## src/rtl/serial_alu_ctrl.sv

```systemverilog
// Bit-serial sequencer for an external 1-bit ALU slice.
// Runs WIDTH-bit AND/OR/ADD/SUB/SLT/NOR LSB first with start/busy/done.
module serial_alu_ctrl #(
  parameter int WIDTH = 8
) (
  input  logic             clk,
  input  logic             rst_n,
  input  logic             start,
  input  logic [3:0]       op,
  input  logic [WIDTH-1:0] a_in,
  input  logic [WIDTH-1:0] b_in,
  output logic             busy,
  output logic             done,
  output logic [WIDTH-1:0] result,
  output logic             zero,
  output logic             overflow,
  output logic             carry_out,
  output logic             err,
  output logic             s_a,
  output logic             s_b,
  output logic             s_less,
  output logic             s_cin,
  output logic             s_ainvert,
  output logic             s_binvert,
  output logic [1:0]       s_operation,
  input  logic             s_result,
  input  logic             s_carryout
);

  localparam int CW = (WIDTH > 2) ? $clog2(WIDTH) : 1;
  localparam logic [CW-1:0] LAST = CW'(WIDTH - 1);

  typedef enum logic [1:0] {
    IDLE,
    RUN,
    SLTFIX,
    DONE
  } state_t;

  state_t           state_q;
  logic [CW-1:0]    cnt_q;
  logic [WIDTH-1:0] a_q;
  logic [WIDTH-1:0] b_q;
  logic [3:0]       op_q;
  logic             carry_q;
  logic             cin_msb_q;
  logic             cout_q;
  logic             sum_msb_q;
  logic [WIDTH-1:0] result_q;
  logic             zero_q;
  logic             ovf_q;
  logic             cflag_q;
  logic             err_q;

  logic             is_slt;
  logic             is_arith;
  logic             last;
  logic             op_ok;
  logic [WIDTH-1:0] res_d;

  assign is_slt   = (op_q == 4'b0111);
  assign is_arith = (op_q == 4'b0010) || (op_q == 4'b0110);
  assign last     = (cnt_q == LAST);

  assign busy      = (state_q == RUN) || (state_q == SLTFIX);
  assign done      = (state_q == DONE);
  assign result    = result_q;
  assign zero      = zero_q;
  assign overflow  = ovf_q;
  assign carry_out = cflag_q;
  assign err       = err_q;

  // Legal op codes accepted from the instruction-level control
  always_comb begin
    op_ok = 1'b0;
    unique case (op)
      4'b0000, 4'b0001, 4'b0010,
      4'b0110, 4'b0111, 4'b1100: op_ok = 1'b1;
      default:                   op_ok = 1'b0;
    endcase
  end

  // Result with the current slice bit merged in at position cnt
  always_comb begin
    res_d        = result_q;
    res_d[cnt_q] = s_result;
  end

  // Slice drive: active only in RUN and SLTFIX, otherwise all zero
  always_comb begin
    s_a         = 1'b0;
    s_b         = 1'b0;
    s_less      = 1'b0;
    s_cin       = 1'b0;
    s_ainvert   = 1'b0;
    s_binvert   = 1'b0;
    s_operation = 2'd0;
    unique case (state_q)
      RUN: begin
        s_a         = a_q[cnt_q];
        s_b         = b_q[cnt_q];
        s_cin       = carry_q;
        s_ainvert   = op_q[3];
        s_binvert   = op_q[2];
        s_operation = is_slt ? 2'd2 : op_q[1:0];
      end
      SLTFIX: begin
        s_operation = 2'd3;
        s_less      = sum_msb_q ^ cin_msb_q ^ cout_q;
      end
      default: ;
    endcase
  end

  // Control FSM with operand, result, carry and flag registers
  always_ff @(posedge clk or negedge rst_n) begin
    if (!rst_n) begin
      state_q   <= IDLE;
      cnt_q     <= '0;
      a_q       <= '0;
      b_q       <= '0;
      op_q      <= '0;
      carry_q   <= 1'b0;
      cin_msb_q <= 1'b0;
      cout_q    <= 1'b0;
      sum_msb_q <= 1'b0;
      result_q  <= '0;
      zero_q    <= 1'b0;
      ovf_q     <= 1'b0;
      cflag_q   <= 1'b0;
      err_q     <= 1'b0;
    end else begin
      unique case (state_q)
        IDLE: begin
          if (start) begin
            err_q   <= 1'b0;
            zero_q  <= 1'b0;
            ovf_q   <= 1'b0;
            cflag_q <= 1'b0;
            if (op_ok) begin
              a_q     <= a_in;
              b_q     <= b_in;
              op_q    <= op;
              carry_q <= op[2];
              cnt_q   <= '0;
              state_q <= RUN;
            end else begin
              result_q <= '0;
              err_q    <= 1'b1;
              state_q  <= DONE;
            end
          end
        end
        RUN: begin
          result_q <= res_d;
          carry_q  <= s_carryout;
          cnt_q    <= cnt_q + CW'(1);
          if (last) begin
            cin_msb_q <= carry_q;
            cout_q    <= s_carryout;
            sum_msb_q <= s_result;
            if (is_slt) begin
              state_q <= SLTFIX;
            end else begin
              zero_q  <= (res_d == '0);
              ovf_q   <= is_arith & (carry_q ^ s_carryout);
              cflag_q <= is_arith & s_carryout;
              state_q <= DONE;
            end
          end
        end
        SLTFIX: begin
          result_q <= {{(WIDTH-1){1'b0}}, s_result};
          zero_q   <= ~s_result;
          state_q  <= DONE;
        end
        DONE: begin
          state_q <= IDLE;
        end
        default: state_q <= IDLE;
      endcase
    end
  end

endmodule

```

## config.mk

```make
export PLATFORM = sky130hd
export DESIGN_NAME = serial_alu_ctrl
export DESIGN_NICKNAME = d
export VERILOG_FILES = /design/src/rtl/serial_alu_ctrl.sv
export SDC_FILE = /design/constraint.sdc
export NUM_CORES = 1
export LEC_CHECK = 0
export ABC_CLOCK_PERIOD_IN_PS = 2080
export CAP_MARGIN = 20
export CORE_MARGIN = 2
export CORE_UTILIZATION = 51
export CTS_CLUSTER_DIAMETER = 200
export DETAILED_ROUTE_END_ITERATION = 8
export HOLD_SLACK_MARGIN = 0.08
export PLACE_DENSITY = 0.79
export SLEW_MARGIN = 20
export SYNTH_ARGS = -nofsm -noshare
export SYNTH_HDL_FRONTEND = slang
export SYNTH_SLANG_ARGS = --single-unit
```

## constraint.sdc

```tcl
create_clock -name clk -period 2.08 [get_ports clk]
set_input_delay 0.52 -clock clk [delete_from_list [all_inputs] [get_ports clk]]
set_output_delay 0.52 -clock clk [all_outputs]
set_load 0.01 [all_outputs]
```

==> flow_summary.json, run 1 <==
{
  "outcome": "finished with violations",
  "violations": "setup timing",
  "die_area_um2": 5080,
  "ctsLongestPathBuffers": 2,
  "total_power_mw": 4.83,
  "stdcell_area_um2": 3330,
  "dpl-instance-area_um2": 3080,
  "required_ns": 1.56,
  "io_pins": 47,
  "ir_worst_vdd_v": 0.000682,
  "pre_cts_slack_ns": -0.350,
  "grt_busiest_layer": "met2",
  "cp_top_family": "flip-flops",
  "met1_usage_pct": 30.5,
  "slew_headroom_pct": 57.5,
  "fp-row-count": 24,
  "grt_max_degree": 23,
  "clock_latency_ns": 0.30,
  "worstPathArrival_ns": 1.67,
  "cts.sinks": 41,
  "area_delta_synth_final_pct": 44.3,
  "dr.pass1.iters": 4,
  "worst_slack_ns": -0.111,
  "hold_path.class": "in -> async",
  "regArea_um2": 1030,
  "initial_core_util_pct": 53.0,
  "fp.dieH_um": 71.2,
  "cts_max_level": 2,
  "setup_viol": 3,
  "drt-total-wl_um": 5660,
  "drv_slew": 0,
  "postSynthCellCount": 221,
  "ys_seq_area_share_pct": 44.5,
  "fmax_mhz": 456,
  "path_class": "reg -> out",
  "path_buf_inv": 3,
  "routabilityCongestion": 0.804,
  "start_kind": "register",
  "final_nets": 340,
  "ys_warn_count": 0,
  "worst_pin_slew_ns": 0.631,
  "clkSlewWorstSetupHoldPaths_ns": 0.09,
  "period_share_pct": 105,
  "root_buffer": "clkbuf_8",
  "fin_skew_ns": 0.00840,
  "p_leak_nw": 1.47,
  "dp_hpwl_um": 3960,
  "synth.distinct_cells": 40,
  "drc": 0,
  "fillers": 301,
  "core_um2": 4350,
  "antenna_found_initial": 0,
  "wl_per_cell_um": 15.7,
  "finalHoldViolations": 0,
  "critical-path-max-stage-delay_ns": 0.44,
  "min_period_ns": 2.19,
  "path_cells": "buf_6, buf_6, nor3b_2, a31oi_1, nor2_1, a21oi_1, a21oi_1, buf_2",
  "avgSynthCellArea_um2": 10.4,
  "crit_fanout": 5,
  "via_count": 2025,
  "final_common_cell": "dfrtp_1",
  "antenna_cells": 0,
  "use_met3_pct": 4.36,
  "avgViaCountPerCell": 5.61,
  "grt_pass1_vias": 2037,
  "holdWs_ns": 0.195,
  "gr-total-overflow": 0,
  "rsz0062_at_grt": "yes",
  "endpoint_kind": "primary output",
  "gr-usage-met2_pct": 41.3,
  "die_w_um": 71.2,
  "multi_input_area_um2": 1280,
  "grt_use_total_pct": 23.9,
  "drt-initial-drc-count": 156,
  "cts_tree": "done",
  "cp_slowest_cell": "dfrtp_2",
  "final_cell_mix": "dfrtp_1 (40), buf_4 (39), clkdlybuf4s50_1 (32)",
  "grt_first_pass_wirelength_um": 9560,
  "power.density_nw_per_um2": 1450,
  "port_buffers": 46,
  "synth_seq_cells": 41,
  "numCtsBuffers": 5,
  "drive_gt1_share_pct": 34.0,
  "syn-cell-area_um2": 2310,
  "drtAntennaViolNets": 0,
  "synth_nets": 253,
  "final_util_pct": 76.4,
  "drv_cap": 0
}
stage by stage:
step | TNS (ns) | instances
final | -0.205 | 361
after global routing | -0.609 | 361
after CTS | -0.262 | 359
after detailed placement | -5.99 | 347
after global placement | -4.39 | 347
after floorplan | 0 | 221
state kept, by name, summed over array words and instances, names as in the netlist:
register / flops
a_q: 8
b_q: 8
carry_out: 1
carry_q: 1
cin_msb_q: 1
cnt_q: 3
cout_q: 1
err: 1
op_q: 4
overflow: 1
result: 8
state_q: 2
sum_msb_q: 1
zero: 1
cell families (layout without fill, tap and decap cells):
kind of cell / count (synthesis) / count (layout) / synth area share [%]
DFF: 41 / 41 / 44.5
and+or+nand+nor: 68 / 68 / 15.5
AOI/OAI and AO/OA: 56 / 56 / 17.1
adders and majority gates: 7 / 7 / 3.80
xor gates and xnor gates: 3 / 3 / 1.14
muxes: 29 / 29 / 14.9
buffers and inverters: 17 / 105 / 3.04
cells in the mapped netlist (all sizes together):
cell,n,area [um^2]
xnor2,2,17.5
xor2,1,8.76
and3,1,6.26
o21bai,1,7.51
nor3b,2,15.0
ha,7,87.6
nand3b,4,30.0
o22ai,2,12.5
a31oi,3,48.8
inv,7,26.3
a21oi,12,60.1
o31ai,4,30.0
buf,6,28.8
mux4,2,45.0
nand3,3,15.0
o21ai,21,105
mux2,23,259
nand2,19,73.8
o32a,1,10.0
o221ai,1,8.76
a211oi,2,15.0
nor3,4,20.0
and2,7,43.8
mux2i,4,40.0
nor2b,7,43.8
o311ai,1,8.76
a32o,4,40.0
dfrtp,41,1030
clkbuf,4,15.0
a2111oi,4,47.6
and4bb,1,12.5
nand2b,4,32.5
nor4,1,6.26
nor2,15,58.8
layout make-up:
class	count	share of cell area [%]
Clock inverter	3	1.96
Tap cell	52	1.96
Multi-Input combinational cell	163	38.4
Sequential cell	41	30.9
Timing Repair Buffer	90	23.9
Inverter	7	0.790
Clock buffer	5	2.07
per-layer routing:
layer	share of wire (%)	wire [um]
met5	0	0
met4	2.0	112
met3	3.7	208
met2	51	2900
met1	43	2440
what timing repair did:
action	4_1_cts	5_1_grt
setup buffers	4	2
setup endpoints to repair	11	19
resized for setup	37	20
hold buffers	0	0
pin swaps	1	9
worst paths after layout:
check | from | endpoint | slack [ns] | cells past startpoint
worst max-delay path | cnt_q[0] | s_b | -0.11 | 8
worst min-delay path | rst_n | result[2] | 0.20 | 1
worst max register to register | cnt_q[0] | zero | -0.01 | 8
worst min register to register | carry_out | carry_out | 0.49 | 1
max in group asynchronous | rst_n | b_q[2] | 1.33 | 2
min in group clk | carry_out | carry_out | 0.49 | 1
power breakdown:
part | switching, mW | internal (mW)
clock network | 0.284 | 0.477
registers | 0.240 | 1.13
logic | 1.28 | 1.42
Note: power is estimated with default switching activity, not from simulation.
==> run 2, diff against run 1 <==
--- a/config.mk
+++ b/config.mk
@@ -12,8 +12,7 @@
 export CTS_CLUSTER_DIAMETER = 200
 export DETAILED_ROUTE_END_ITERATION = 8
 export HOLD_SLACK_MARGIN = 0.08
-export PLACE_DENSITY = 0.79
-export SLEW_MARGIN = 20
+export PLACE_DENSITY = 0.85
 export SYNTH_ARGS = -nofsm -noshare
 export SYNTH_HDL_FRONTEND = slang
 export SYNTH_SLANG_ARGS = --single-unit
==> run 2 against run 1 <==
Against the previous run:
- the flow still finishes with violations (setup timing)
- cell count fell by 3.9%
- fmax rose by 0.36%
- non-clock buffer count fell by 14
- clock power fell by 14%
- global-route usage fell by 0.65 points
- via count fell by 2.0%
- critical path depth did not move
- flip-flop and latch count did not move
- sequential share of layout area rose by 1.4 points
- core utilization fell by 3.4 points
- setup slack improved by 0.0079 ns
- critical path type unchanged
- largest cell class unchanged
==> flow_summary.json, run 2 (synthesis gave the netlist of run 1 again) <==
{
  "cts_tree": "done",
  "io_pins": 47,
  "gr-total-overflow": 0,
  "power.density_nw_per_um2": 1440,
  "p_int_mw": 2.80,
  "cts.sinks": 41,
  "worst_slack_ns": -0.103,
  "final_cell_mix": "dfrtp_1 (40), clkdlybuf4s50_1 (34), mux2_2 (23), buf_4 (23)",
  "drive_gt1_share_pct": 29.2,
  "final_util_pct": 73.0,
  "dpl-instance-area_um2": 3000,
  "pwr-share-clk_pct": 14.3,
  "antenna_found_initial": 0,
  "finalHoldViolations": 0,
  "worst_pin_slew_ns": 0.461,
  "switchingPower_mw": 1.77,
  "fillers": 311,
  "routabilityCongestion": 0.814,
  "switching_share_pct": 38.7,
  "endpoint_kind": "primary output",
  "setup_viol": 2,
  "area_delta_synth_final_pct": 37.9,
  "ctsLongestPathBuffers": 2,
  "period_share_pct": 105,
  "fp.dieH_um": 71.2,
  "die_w_um": 71.2,
  "stdcell_count": 347,
  "grt_first_pass_wirelength_um": 9220,
  "crit_fanout": 7,
  "root_buffer": "clkbuf_8",
  "outcome": "finished with violations",
  "grt_pass1_vias": 1963,
  "drt-initial-drc-count": 175,
  "holdWs_ns": 0.156,
  "final_common_cell": "dfrtp_1",
  "tns_ns": -0.206,
  "fin_skew_ns": 0.0118,
  "antenna_cells": 0,
  "drt-total-wl_um": 5530,
  "cts_max_level": 2,
  "clock_latency_ns": 0.30,
  "drv_cap": 0,
  "numCtsBuffers": 5,
  "pre_cts_slack_ns": -0.283,
  "die_area_um2": 5080,
  "dp.cells": 335,
  "clkSlewWorstSetupHoldPaths_ns": 0.08,
  "final_nets": 326,
  "total_power_mw": 4.57,
  "dp_hpwl_um": 4040,
  "pwr-share-comb_pct": 55.5,
  "slew_headroom_pct": 69.3,
  "initial_core_util_pct": 53.0,
  "required_ns": 1.56,
  "drv_slew": 0,
  "drtAntennaViolNets": 0,
  "p_leak_nw": 1.37,
  "wl_per_cell_um": 15.9,
  "path_class": "reg -> out",
  "worstPathArrival_ns": 1.66,
  "dr.pass1.iters": 4,
  "grt_use_total_pct": 23.3,
  "fp-row-count": 24,
  "via_count": 1984,
  "hold_path.class": "in -> async",
  "violations": "setup timing",
  "grt_max_degree": 24,
  "fmax_mhz": 458,
  "stdcell_area_um2": 3180,
  "pwr-share-seq_pct": 30.2,
  "rsz0062_at_grt": "yes",
  "min_period_ns": 2.18,
  "start_kind": "register",
  "avgViaCountPerCell": 5.72,
  "port_buffers": 46,
  "ir_worst_vdd_v": 0.000633,
  "drc": 0,
  "cts_hold_buf": 0,
  "core_um2": 4350
}
run 2: power by group through the flow:
stage	clock network, mW	logic (mW)	registers, mW
2_1_floorplan	0	1.45	1.34
3_5_place_dp	0	2.38	1.40
5_1_grt	0.694	2.77	1.42
6_report	0.656	2.54	1.38
4_1_cts	0.662	2.44	1.38
3_3_place_gp	0	2.30	1.37
run 2: final cells by class:
type | count | area, um^2 | share of cell area [%]
clock buffers | 6 | 72.6 | 2.28
repair buffers | 76 | 692 | 21.8
clock inverters | 2 | 38.8 | 1.22
well taps | 52 | 65.1 | 2.05
multi-input cells | 163 | 1260 | 39.6
flip-flops and latches | 41 | 1030 | 32.3
inverters | 7 | 26.3 | 0.826
run 2: routing by layer:
metal  vias to the layer above  wire length (um)  track usage, %
met5                         -                 0               0
met4                         0               109            8.81
met3                        10               271            4.22
met2                        65              2820            39.7
met1                       964              2330            29.6
li1                        945                 -               -
run 2: critical path: stages (launching register included):
cell,delay [ns]
dfrtp_2,0.45
buf_6,0.14
buf_6,0.12
nor3b_2,0.14
a31oi_1,0.05
nor2_1,0.11
a21oi_1,0.05
a21oi_1,0.14
buf_2,0.15
run 2: final timing paths:
path,cells past startpoint,to,startpoint,slack (ns)
worst max-delay path,8,s_b,cnt_q[0],-0.10
worst min-delay path,1,b_q[0],rst_n,0.16
worst max register to register,8,zero,cnt_q[0],0.01
worst min register to register,1,carry_out,carry_out,0.51
max in group asynchronous,2,overflow,rst_n,1.44
min in group clk,1,carry_out,carry_out,0.51
run 2: timing repair:
item	in CTS	in global routing
endpoints found under the setup margin	10	18
gates resized for setup	35	14
buffers inserted	3	1
pin swaps	2	7
gates cloned	0	0
==> run 3, diff against run 2 <==
--- a/config.mk
+++ b/config.mk
@@ -9,7 +9,6 @@
 export CAP_MARGIN = 20
 export CORE_MARGIN = 2
 export CORE_UTILIZATION = 51
-export CTS_CLUSTER_DIAMETER = 200
 export DETAILED_ROUTE_END_ITERATION = 8
 export HOLD_SLACK_MARGIN = 0.08
 export PLACE_DENSITY = 0.85
==> results of run 3 <==
No change in the layout: final DEF, timing and power equal those of run 2.
